File: src/rtl/lfsr_pkg.sv
// ============================================================================
// Module : lfsr_pkg
// Shared FSM encoding, widths and helpers for the LFSR request arbiter.
// Rev    : 1.0  initial release
// ============================================================================
`default_nettype none

package lfsr_pkg;

  localparam int DWIDTH_DEF    = 8;
  localparam int BUSY_WAIT_MAX = 4;

  typedef enum logic [2:0] {
    ST_IDLE      = 3'd0,
    ST_ISSUE     = 3'd1,
    ST_WAIT_BUSY = 3'd2,
    ST_RUN       = 3'd3,
    ST_DONE      = 3'd4
  } state_t;

  // Width of a requester index; never narrower than one bit.
  function automatic int id_width(input int n);
    int w;
    w = 1;
    while ((1 << w) < n) w = w + 1;
    return w;
  endfunction

endpackage

`default_nettype wire

File: src/rtl/lfsr_req_arbiter_if.sv
// ============================================================================
// Module : lfsr_req_arbiter_if
// Request and response channels between requesters, arbiter and consumer.
// Rev    : 1.0  initial release
// ============================================================================
`default_nettype none

interface lfsr_req_arbiter_if
  import lfsr_pkg::*;
#(
  parameter int NREQ   = 4,
  parameter int DWIDTH = DWIDTH_DEF,
  parameter int IDW    = id_width(NREQ)
);
  logic [NREQ-1:0]        req_valid;
  logic [NREQ-1:0]        req_ready;
  logic [NREQ*DWIDTH-1:0] req_taps;
  logic [NREQ*DWIDTH-1:0] req_seq;
  logic                   rsp_valid;
  logic                   rsp_ready;
  logic [IDW-1:0]         rsp_id;
  logic [DWIDTH-1:0]      rsp_num;
  logic                   rsp_err;

  modport slave (
    input  req_valid, req_taps, req_seq, rsp_ready,
    output req_ready, rsp_valid, rsp_id, rsp_num, rsp_err
  );

  modport master (
    output req_valid, req_taps, req_seq, rsp_ready,
    input  req_ready, rsp_valid, rsp_id, rsp_num, rsp_err
  );
endinterface

`default_nettype wire

File: src/rtl/lfsr_req_arbiter_rr_picker.sv
// ============================================================================
// Module : lfsr_req_arbiter_rr_picker
// Combinational round-robin: first set request at or after the pointer, wrapping.
// Rev    : 1.0  initial release
// ============================================================================
`default_nettype none

module lfsr_req_arbiter_rr_picker #(
  parameter int NREQ = 4,
  parameter int IDW  = 2
) (
  input  logic [NREQ-1:0] req,
  input  logic [IDW-1:0]  ptr,
  output logic [NREQ-1:0] grant,
  output logic [IDW-1:0]  idx,
  output logic            any
);

  logic [IDW:0]   sum;
  logic [IDW-1:0] k;

  always_comb begin
    grant = '0;
    idx   = '0;
    any   = 1'b0;
    sum   = '0;
    k     = '0;
    for (int i = 0; i < NREQ; i++) begin
      // ptr < NREQ and i < NREQ, so a single subtraction wraps the sum.
      sum = {1'b0, ptr} + (IDW+1)'(i);
      if (sum >= (IDW+1)'(NREQ)) sum = sum - (IDW+1)'(NREQ);
      k = sum[IDW-1:0];
      if (!any && req[k]) begin
        any      = 1'b1;
        grant[k] = 1'b1;
        idx      = k;
      end
    end
  end

endmodule

`default_nettype wire

File: src/rtl/lfsr_req_arbiter.sv
// ============================================================================
// Module : lfsr_req_arbiter
// Shares one LFSR engine among NREQ requesters with a single tagged response channel.
// Rev    : 1.0  initial release
// ============================================================================
`default_nettype none

module lfsr_req_arbiter
  import lfsr_pkg::*;
#(
  parameter int NREQ    = 4,
  parameter int DWIDTH  = DWIDTH_DEF,
  parameter int TIMEOUT = 300
) (
  input  logic              wb_clk_i,
  input  logic              wb_rst_i,
  lfsr_req_arbiter_if.slave bus,
  output logic              eng_start,
  output logic [DWIDTH-1:0] eng_sw,
  output logic [DWIDTH-1:0] eng_seq,
  input  logic [DWIDTH-1:0] eng_num,
  input  logic              eng_busy
);

  localparam int IDW = id_width(NREQ);
  localparam int TW  = $clog2(TIMEOUT + 1);

  state_t            state;
  logic [IDW-1:0]    ptr;
  logic [IDW-1:0]    cur_id;
  logic [TW-1:0]     timer;
  logic              rsp_valid;
  logic [IDW-1:0]    rsp_id;
  logic [DWIDTH-1:0] rsp_num;
  logic              rsp_err;

  logic [NREQ-1:0]   pick_grant;
  logic [IDW-1:0]    pick_idx;
  logic              pick_any;
  logic              grant_en;
  logic [IDW-1:0]    next_ptr;

  logic [DWIDTH-1:0] taps_arr [NREQ];
  logic [DWIDTH-1:0] seq_arr  [NREQ];

  for (genvar k = 0; k < NREQ; k++) begin : g_unpack
    assign taps_arr[k] = bus.req_taps[k*DWIDTH +: DWIDTH];
    assign seq_arr[k]  = bus.req_seq[k*DWIDTH +: DWIDTH];
  end

  lfsr_req_arbiter_rr_picker #(
    .NREQ (NREQ),
    .IDW  (IDW)
  ) u_picker (
    .req   (bus.req_valid),
    .ptr   (ptr),
    .grant (pick_grant),
    .idx   (pick_idx),
    .any   (pick_any)
  );

  // Only one transaction may be outstanding: no grant while a response waits.
  assign grant_en      = (state == ST_IDLE) && !rsp_valid;
  assign bus.req_ready = grant_en ? pick_grant : '0;
  assign next_ptr      = (cur_id == IDW'(NREQ - 1)) ? '0 : cur_id + 1'b1;

  assign bus.rsp_valid = rsp_valid;
  assign bus.rsp_id    = rsp_id;
  assign bus.rsp_num   = rsp_num;
  assign bus.rsp_err   = rsp_err;

  always_ff @(posedge wb_clk_i) begin
    if (wb_rst_i) begin
      state     <= ST_IDLE;
      ptr       <= '0;
      cur_id    <= '0;
      timer     <= '0;
      eng_start <= 1'b0;
      eng_sw    <= '0;
      eng_seq   <= '0;
      rsp_valid <= 1'b0;
      rsp_id    <= '0;
      rsp_num   <= '0;
      rsp_err   <= 1'b0;
    end else begin
      eng_start <= 1'b0;
      if (rsp_valid && bus.rsp_ready) begin
        rsp_valid <= 1'b0;
        rsp_id    <= '0;
        rsp_num   <= '0;
        rsp_err   <= 1'b0;
      end
      unique case (state)
        ST_IDLE: begin
          if (grant_en && pick_any) begin
            cur_id    <= pick_idx;
            eng_sw    <= taps_arr[pick_idx];
            eng_seq   <= seq_arr[pick_idx];
            eng_start <= 1'b1;
            state     <= ST_ISSUE;
          end
        end
        ST_ISSUE: begin
          timer <= '0;
          state <= ST_WAIT_BUSY;
        end
        ST_WAIT_BUSY: begin
          if (eng_busy) begin
            timer <= '0;
            state <= ST_RUN;
          end else if (timer == TW'(BUSY_WAIT_MAX - 1)) begin
            rsp_valid <= 1'b1;
            rsp_id    <= cur_id;
            rsp_num   <= '0;
            rsp_err   <= 1'b1;
            state     <= ST_DONE;
          end else begin
            timer <= timer + 1'b1;
          end
        end
        ST_RUN: begin
          // The response is loaded on the way into DONE so it is visible in DONE.
          if (!eng_busy) begin
            rsp_valid <= 1'b1;
            rsp_id    <= cur_id;
            rsp_num   <= eng_num;
            rsp_err   <= 1'b0;
            state     <= ST_DONE;
          end else if (timer == TW'(TIMEOUT - 1)) begin
            rsp_valid <= 1'b1;
            rsp_id    <= cur_id;
            rsp_num   <= '0;
            rsp_err   <= 1'b1;
            state     <= ST_DONE;
          end else begin
            timer <= timer + 1'b1;
          end
        end
        ST_DONE: begin
          ptr   <= next_ptr;
          state <= ST_IDLE;
        end
        default: state <= ST_IDLE;
      endcase
    end
  end

endmodule

`default_nettype wire

File: src/flat_wrapper.sv
// flat-port wrapper written by rule: the top's interface ports become plain ports
module lfsr_req_arbiter_flat import lfsr_pkg::*;
#(
  parameter int NREQ    = 4,
  parameter int DWIDTH  = DWIDTH_DEF,
  parameter int TIMEOUT = 300
)
  (wb_clk_i, wb_rst_i, eng_start, eng_sw, eng_seq, eng_num, eng_busy, bus_req_valid, bus_req_taps, bus_req_seq, bus_rsp_ready, bus_req_ready, bus_rsp_valid, bus_rsp_id, bus_rsp_num, bus_rsp_err);
  lfsr_req_arbiter_if #(.NREQ(NREQ), .DWIDTH(DWIDTH), .IDW((2))) bus_i ();
  input  logic wb_clk_i;
  input  logic wb_rst_i;
  output logic eng_start;
  output logic [DWIDTH-1:0] eng_sw;
  output logic [DWIDTH-1:0] eng_seq;
  input  logic [DWIDTH-1:0] eng_num;
  input  logic eng_busy;
  input wire logic [$bits(bus_i.req_valid)-1:0] bus_req_valid;
  input wire logic [$bits(bus_i.req_taps)-1:0] bus_req_taps;
  input wire logic [$bits(bus_i.req_seq)-1:0] bus_req_seq;
  input wire logic [$bits(bus_i.rsp_ready)-1:0] bus_rsp_ready;
  output wire logic [$bits(bus_i.req_ready)-1:0] bus_req_ready;
  output wire logic [$bits(bus_i.rsp_valid)-1:0] bus_rsp_valid;
  output wire logic [$bits(bus_i.rsp_id)-1:0] bus_rsp_id;
  output wire logic [$bits(bus_i.rsp_num)-1:0] bus_rsp_num;
  output wire logic [$bits(bus_i.rsp_err)-1:0] bus_rsp_err;
  assign bus_i.req_valid = bus_req_valid;
  assign bus_i.req_taps = bus_req_taps;
  assign bus_i.req_seq = bus_req_seq;
  assign bus_i.rsp_ready = bus_rsp_ready;
  assign bus_req_ready = bus_i.req_ready;
  assign bus_rsp_valid = bus_i.rsp_valid;
  assign bus_rsp_id = bus_i.rsp_id;
  assign bus_rsp_num = bus_i.rsp_num;
  assign bus_rsp_err = bus_i.rsp_err;
  lfsr_req_arbiter #(.NREQ(NREQ), .DWIDTH(DWIDTH), .TIMEOUT(TIMEOUT)) u_core (.wb_clk_i(wb_clk_i), .wb_rst_i(wb_rst_i), .bus(bus_i), .eng_start(eng_start), .eng_sw(eng_sw), .eng_seq(eng_seq), .eng_num(eng_num), .eng_busy(eng_busy));
endmodule
File: config.mk
export PLATFORM = sky130hd
export DESIGN_NAME = lfsr_req_arbiter_flat
export DESIGN_NICKNAME = d
export VERILOG_FILES = /design/src/rtl/lfsr_pkg.sv /design/src/rtl/lfsr_req_arbiter_if.sv /design/src/rtl/lfsr_req_arbiter_rr_picker.sv /design/src/rtl/lfsr_req_arbiter.sv /design/src/flat_wrapper.sv
export SDC_FILE = /design/constraint.sdc
export NUM_CORES = 1
export LEC_CHECK = 0
export BUFFER_PORTS_ARGS = -buffer_cell sky130_fd_sc_hd__buf_4
export CORE_MARGIN = 10
export CORE_UTILIZATION = 46
export DETAILED_ROUTE_END_ITERATION = 16
export PLACE_DENSITY = 0.79
export RECOVER_POWER = 100
export SLEW_MARGIN = 25
export SYNTH_ARGS = -nofsm -noshare
export SYNTH_HDL_FRONTEND = slang
export SYNTH_SLANG_ARGS = --single-unit
File: constraint.sdc
create_clock -name wb_clk_i -period 3.05 [get_ports wb_clk_i]
set_input_delay 0.4575 -clock wb_clk_i [delete_from_list [all_inputs] [get_ports wb_clk_i]]
set_output_delay 0.4575 -clock wb_clk_i [all_outputs]
set_load 0.01 [all_outputs]
==> metrics list, run 1 <==
- Fill count: 616
- TritonCTS built the clock tree.
- The share of total power dissipated in sequential elements is 40.6%.
- After routing the design area is 4240 µm².
- Summed over all cells, the static leakage comes to 1.67 nW.
- In the synthesized netlist the async set-or-reset flop fraction comes to 0%.
- Detailed routing inserted a total of 3749 vias.
* Cell count of the worst reg-to-reg path: 10
- EDFF count, synth: 0
- Router iterations before antenna repair: 5
- Starting DRC count in detailed routing: 355
- Clk_skew: 0.0142 ns
- Crit share post-route: 99.4%
- Global routing finished with a remaining overflow of 0.
* Worst path setup slack after routing: 0.0186 ns
* Internal power component: 1.08 mW
* Max VDD drop: 0.208 mV
- Number of distinct standard cells referenced by the synthesized netlist: 57
* First-pass GRT wire length: 17.7 mm
- Final nets: 600
* Die outline area: 10700 µm²
* CP max stage delay: 0.64 ns
* Count of boundary I/O pins: 113
- Max-slew headroom: 47.4%
- The die is 104 µm wide.
* Critical-path cell with the highest stage delay: mux4_2
- The cell area that synthesis handed to floorplanning was 3210 µm².
* Worst slew pin tran: 0.786 ns
- Pwr dens: 401 nW/µm²
- The worst register-to-register path ends at u_core.eng_seq[4].
- The cell sitting at the root of the clock tree is a clkbuf_8.
- Max capacitance violation total: 0
* Layout cell share with drive strength beyond 1: 29.3%
* Critical-path maximum fanout: 8
- In the routed design, unresolved DRC markers number 0.
* Switch Pwr: 0.621 mW
- CTS buffer count: 5
* Post-DP Area: 4140 µm²
- Global routing consumed, over all layers together, 19.2% of the routing resources.
- Via density per instance: 6.17
- Worst hold path endpoint: u_core.bus.rsp_num[2]
- Final number of setup-violating endpoints: 0
* Clock network power share: 24.7%
* Total number of yosys warnings: 0
- Count of nets left with antenna violations after detail routing: 0
- Type of origin of the critical path: flop
- Launch point of the critical path: u_core.ptr[0]
* Highest achievable clock rate: 330 MHz
- In the final routed layout, each cell accounts on average for 18.5 µm.
- The worst register-to-register path begins at u_core.ptr[0].
* Sequential-to-total area share from yosys stat: 28.1%
* HPWL reported at the end of detailed placement: 8.25 mm
* Num rows: 30
* Crit path required time: 2.59 ns
- Hold Path Class: primary input to flop
- Number of flip-flops and latches in the synthesized netlist: 45
* Run status: finished clean
- The worst setup path is captured at a primary output.
* Number of hold buffers added after cts: 0
* Worst EP arrival: 2.57 ns
- Hold path startpoint: eng_num[2]
- For this configuration, the core starts out at a cell density of 47.2%.
* Number of standard cells after synthesis: 402
* Ant diodes: 0
- Drt total wl: 11.2 mm
* Deepest clock path buffer count: 2
- Post-layout util: 62.4%
- Pre-CTS setup slack: -0.0469 ns
- From synthesis to final layout, the design area changed by 32.3%.
- At the end of routability-driven placement, the weighted congestion stood at 0.952.
* Mean Syn Cell Area: 7.98 µm²
- RSZ-0062 raised after global routing: true
- Walking the worst path, the cells encountered are inv_8, ha_4, mux4_2, nor4b_4, a221oi_2, nor2_1, buf_4.
* Latest clock arrival within the worst-skew pair: 0.32 ns
- Most used flip-flop cell after synthesis: dfxtp_1
* Number of buffer cells added on primary ports: 112
* Worst Setup Path Type: flop to primary output
* Number of global-route vias before repair: 3544
- In this run the register-to-register setup slack is 0.15 ns.
- Combinational group share of total power: 34.8%
- The tree built by TritonCTS fans out to 45 sinks.
- Switching part of the total power: 36.5%
- The max-slew violation count came to 0.
- The final hold violation count came to 0.
- Hold path cells: 3
- Min Clock Period, post-route: 3.03 ns
- After clock tree synthesis, the clock-pin slew on the worst setup and hold paths is 0.11 ns.
- The number of nets in the synthesized netlist is 491.
- The initial antenna violation count was 0.
- Number of H-tree branching levels: 2
* Die outline height: 104 µm
- Maximum number of pins on one net before global-route repair: 54
- After layout, the design draws a total of 1.70 mW.
- Core outline area: 6790 µm²
[final cells by class]
type	instances	area, µm²	share of cell area [%]
well taps	96	120	2.83
multi-input cells	321	2200	51.8
repair buffers	134	903	21.3
clock inverters	3	26.3	0.619
flip-flops and latches	45	905	21.3
inverters	4	22.5	0.531
clock buffers	5	68.8	1.62
[flip-flops by register name, summed over array words and instances (netlist names)]
register / count
u_core.bus.rsp_id: 2
u_core.eng_start: 1
u_core.eng_seq: 8
u_core.state: 3
u_core.eng_sw: 8
u_core.ptr: 2
u_core.timer: 9
u_core.bus.rsp_err: 1
u_core.cur_id: 2
u_core.bus.rsp_valid: 1
u_core.bus.rsp_num: 8
[power groups by stage]
stage / logic (mW) / registers (mW) / clock network, mW
after detailed placement: 0.614 / 0.703 / 0
final: 0.591 / 0.690 / 0.419
after global placement: 0.600 / 0.700 / 0
after floorplan: 0.331 / 0.716 / 0
after CTS: 0.621 / 0.690 / 0.431
after global routing: 0.647 / 0.697 / 0.447
[cell usage after synthesis (2+ instances only)]
cell type / n / area, µm²
buf_2: 13 / 65.1
a22oi_1: 19 / 143
nand2_1: 41 / 154
o211a_1: 4 / 40.0
nand4_1: 13 / 81.3
dfxtp_1: 45 / 901
inv_1: 2 / 7.51
a221o_1: 6 / 60.1
nor3_1: 5 / 25.0
nand3_1: 37 / 185
nor4b_1: 3 / 26.3
and2_1: 3 / 18.8
nor2_1: 43 / 161
a311oi_1: 7 / 61.3
nand2b_1: 4 / 25.0
a221oi_1: 4 / 35.0
o211ai_1: 8 / 60.1
a31o_2: 14 / 123
buf_6: 2 / 22.5
clkbuf_1: 15 / 56.3
mux2i_1: 13 / 130
a21oi_1: 8 / 40.0
a31oi_1: 7 / 43.8
a211oi_1: 3 / 22.5
o22ai_1: 10 / 62.6
and3_1: 3 / 18.8
mux4_2: 4 / 90.1
ha_1: 9 / 113
nor4_1: 4 / 25.0
o22a_1: 8 / 70.1
o21ai_0: 13 / 65.1
xor2_1: 7 / 61.3
[worst max-delay path: cells and delay by family (launching register included)]
family	cells	cell delay [ns]
adders and majority gates	1	0.28
DFF	1	0.42
muxes	1	0.64
AOI/OAI and AO/OA	1	0.11
and+or+nand+nor	2	0.61
buffers and inverters	2	0.20
[what timing repair did]
item                                    CTS  global route
endpoints found under the setup margin    4            19
resized for setup                         4            11
cloned                                    0             0
setup buffers                             2             6
pin swaps                                 0             5
[cell usage in the layout (no fill, tap or decap), drive strengths merged, types with 14 or more instances in the layout]
cell	n
nand3	37
a31o	14
nor2	45
nand2	41
dfxtp	45
buf	103
a22oi	19
clkbuf	36
o21ai	14
[cells by family after synthesis]
group,synth area share [%]
xor+xnor,2.18
mux,7.22
buf+inv,5.30
compound gates,28.3
flops,28.1
simple gates,25.4
fa+ha+maj,3.51
[stage by stage]
stage	hold WS [ns]	cells	TNS, ns
after detailed placement	0.461	592	-0.105
after global placement	0.459	592	0
final	0.387	608	0
after floorplan	0.448	402	0
after CTS	0.385	602	-0.00438
after global routing	0.401	608	-0.143
[worst max-delay path by stage]
stage	endpoint	slack (ns)	depth (start not counted)
3_3_place_gp	bus_req_ready[0]	0.11	6
4_1_cts	bus_req_ready[0]	-0.004	8
5_1_grt	bus_req_ready[1]	-0.05	7
6_report	bus_req_ready[3]	0.02	7
2_1_floorplan	bus_req_ready[0]	0.002	11
3_5_place_dp	bus_req_ready[0]	-0.05	6
[routing by layer]
metal | GRT usage (%) | part of all wire (%)
met5 | 0 | 0
met1 | 24.0 | 43
met3 | 4.09 | 6.5
met4 | 6.75 | 2.5
met2 | 31.5 | 48
(Power assumes the default switching activity.)
==> run 2, diff against run 1 <==
Clock period 3.05 ns to 2.62 ns, I/O delays scaled along.
==> run 2 against run 1 <==
The run now ends with setup timing left; register-to-register slack worse by 0.18 ns; sequential power rose by 16%; largest cell class unchanged; critical path type unchanged; worst hold slack got worse by 0.047 ns; count of clock-buffer cells in the layout stayed put; highest routed layer unchanged; cell area increased by 4.2%; global-route usage is 0.84 points lower.
==> metrics list, run 2 (same netlist as run 1, synthesis figures left out) <==
- The maximum fanout count along the critical path was 7 (was 8).
* Clk_skew: 0.00355 ns (was 0.0142 ns)
* Footprint of the multi-input gates: 2230 µm² (was 2200 µm²)
* Max Slew Vio Count: 0 (unchanged)
- After layout, the worst path uses 106% of the clock period.
- Total negative setup slack: -0.616 ns (was 0 ns)
- The critical path start-end classification was flop to primary output (unchanged).
- The number of nets in the finished design is 611 (was 600).
- The register-to-register setup slack came to -0.03 ns (was 0.15 ns).
- The final hold violation count was 0 (unchanged).
* Highest achievable clock rate: 360 MHz
* Top library cells by usage in the layout, fill and taps aside: 109 x buf_4, 44 x dfxtp_1, 43 x nor2_1 (was 102 x buf_4, 44 x dfxtp_1, 43 x nor2_1)
- Router iterations before antenna repair: 5 (unchanged)
- Max-slew headroom: 57.9% (was 47.4%)
- The final setup slack of the worst path was -0.157 ns (was 0.0186 ns).
* RSZ-0062 raised after global routing: true (unchanged)
- The path class of the lowest-slack min-delay path is primary input to flop (unchanged).
* Latest clock arrival within the worst-skew pair: 0.30 ns (was 0.32 ns)
- Grt ovf: 0 (unchanged)
* Maximum number of pins on one net before global-route repair: 49 (was 54)
- Layout cell share with drive strength beyond 1: 31.0% (was 29.3%)
- The static leakage power came to 1.76 nW (was 1.67 nW).
* Clock tree from TritonCTS: built (unchanged)
- Clock transition at the register clock pins on the worst setup and hold paths after CTS: 0.09 ns (was 0.11 ns)
- Post-layout util: 65.0% (was 62.4%)
- The signal arrival time at the worst endpoint was 2.38 ns (was 2.57 ns).
* Deepest clock path buffer count: 2 (unchanged)
- Number of hold buffers added after cts: 0 (unchanged)
- The via count was 3727 (was 3749).
- Num rows: 30 (unchanged)
- Effective utilization at floorplan: 47.2% (unchanged)
- Max VDD drop: 0.328 mV (was 0.208 mV)
* Number of buffer cells added on primary ports: 112 (unchanged)
* Pre-CTS setup slack: -0.0618 ns (was -0.0469 ns)
- Violations in the final reports: setup timing
- First-pass GRT wire length: 17.1 mm (was 17.7 mm)
- The largest register by flop count is u_core.timer (unchanged).
- GP Congestion: 0.874 (was 0.952)
- CTS buffer count: 5 (unchanged)
* Area delta synth->final: 37.8% (was 32.3%)
* Ant diodes: 0 (unchanged)
- Sequential cell area: 905 µm² (unchanged)
- The final-layout fill cell count is 592 (was 616).
- Final number of setup-violating endpoints: 6 (was 0)
- HPWL reported at the end of detailed placement: 8.16 mm (was 8.25 mm)
- The required time of the worst setup path was 2.23 ns (was 2.59 ns).
* Overall power consumption: 2.16 mW (was 1.70 mW)
* Worst slew pin tran: 0.632 ns (was 0.786 ns)
* Count of boundary I/O pins: 113 (unchanged)
- Min Clock Period, post-route: 2.78 ns
- Run status: complete, but fails checks (was finished clean)
- The number of design rule violations left after detail routing was 0 (unchanged).
- Type of origin of the critical path: flop (unchanged)
- The violation count after the first detailed-route iteration is 277 (was 355).
* Chip width: 104 µm (unchanged)
- Master cell of the clock root buffer: clkbuf_8 (unchanged)
- Die outline area: 10700 µm² (unchanged)
- Flip-flop count of the largest register, all copies and words added: 9 (unchanged)
- The floorplan core area came to 6790 µm² (unchanged).
- The initial antenna violation count came to 0 (unchanged).
- The via count normalized by instance count came to 6.02 (was 6.17).
- Leading cell type in the layout, fill and taps excluded: buf_4 (unchanged)
- The power per cell area is 489 nW/µm² (was 401 nW/µm²).
- The total wirelength of the detailed-routed design is 10.8 mm (was 11.2 mm).
- The global-route usage over all layers is 18.3% (was 19.2%).
- Number of H-tree branching levels: 2 (unchanged)
- Routed WL per cell: 17.4 µm (was 18.5 µm)
- The sink count of the clock tree was 45 (unchanged).
* Element type at the critical path end: primary output (unchanged)
* Number of global-route vias before repair: 3518 (was 3544)
- Max capacitance violation total: 0 (unchanged)
- Die outline height: 104 µm (unchanged)
- Count of nets left with antenna violations after detail routing: 0 (unchanged)
==> run 2: cell count changes in the layout (fill, tap and decap cells not counted), moves of 2 or more <==
cell       delta
inv_6         -3
buf_4         +7
buf_6         +3
bufinv_16     +2
nand2b_1      -2
==> run 2: per-layer routing <==
layer	up-vias	track usage (%)	routed length (µm)
met2	168	29.9	5180
met5	-	0	0
li1	1779	-	-
met4	0	5.54	221
met1	1756	23.2	4620
met3	24	4.34	753
==> run 2: final timing paths <==
| check | startpoint | end | depth (start not counted) |
|---|---|---|---|
| max reg2reg | u_core.ptr[1] | u_core.eng_seq[7] | 10 |
| min | eng_num[2] | u_core.bus.rsp_num[2] | 3 |
| min reg2reg | u_core.bus.rsp_id[1] | u_core.bus.rsp_id[1] | 2 |
| max | u_core.ptr[1] | bus_req_ready[1] | 10 |
==> run 2: cell type report <==
class / instances / area share [%]
timing repair buffer: 144 / 22.6
inverter: 4 / 0.623
multi-input combinational: 322 / 50.6
tap: 96 / 2.72
clock buffer: 5 / 1.56
clock inverter: 3 / 1.47
sequential: 45 / 20.5
==> run 2: metrics by stage <==
stage	instance area (µm²)	std cells	hold slack (ns)
detailed placement	4260	605	0.461
global placement	4260	605	0.458
finish	4420	619	0.340
CTS	4440	614	0.332
global route	4420	619	0.336
floorplan	3280	402	0.448
==> run 2: worst max-delay path, stage by stage (launching register included) <==
cell,delay (ns)
dfxtp_1,0.35
inv_1,0.08
ha_4,0.28
mux4_2,0.53
buf_6,0.16
nor2b_4,0.17
a22oi_1,0.08
nor2_1,0.14
a221oi_2,0.05
nor2_1,0.10
buf_4,0.14
==> run 2: power by group <==
group | switching (mW) | internal (mW) | leakage [nW]
logic | 0.388 | 0.333 | 1.32
registers | 0.0490 | 0.753 | 0.368
clock network | 0.257 | 0.379 | 0.0681
==> run 2: what timing repair did <==
action                     4_1_cts  5_1_grt
setup endpoints to repair       13       20
pin swaps                        2        8
gates resized for setup          7       12
gates cloned                     0        1
hold endpoints to repair         0        0
buffers inserted                 1        4
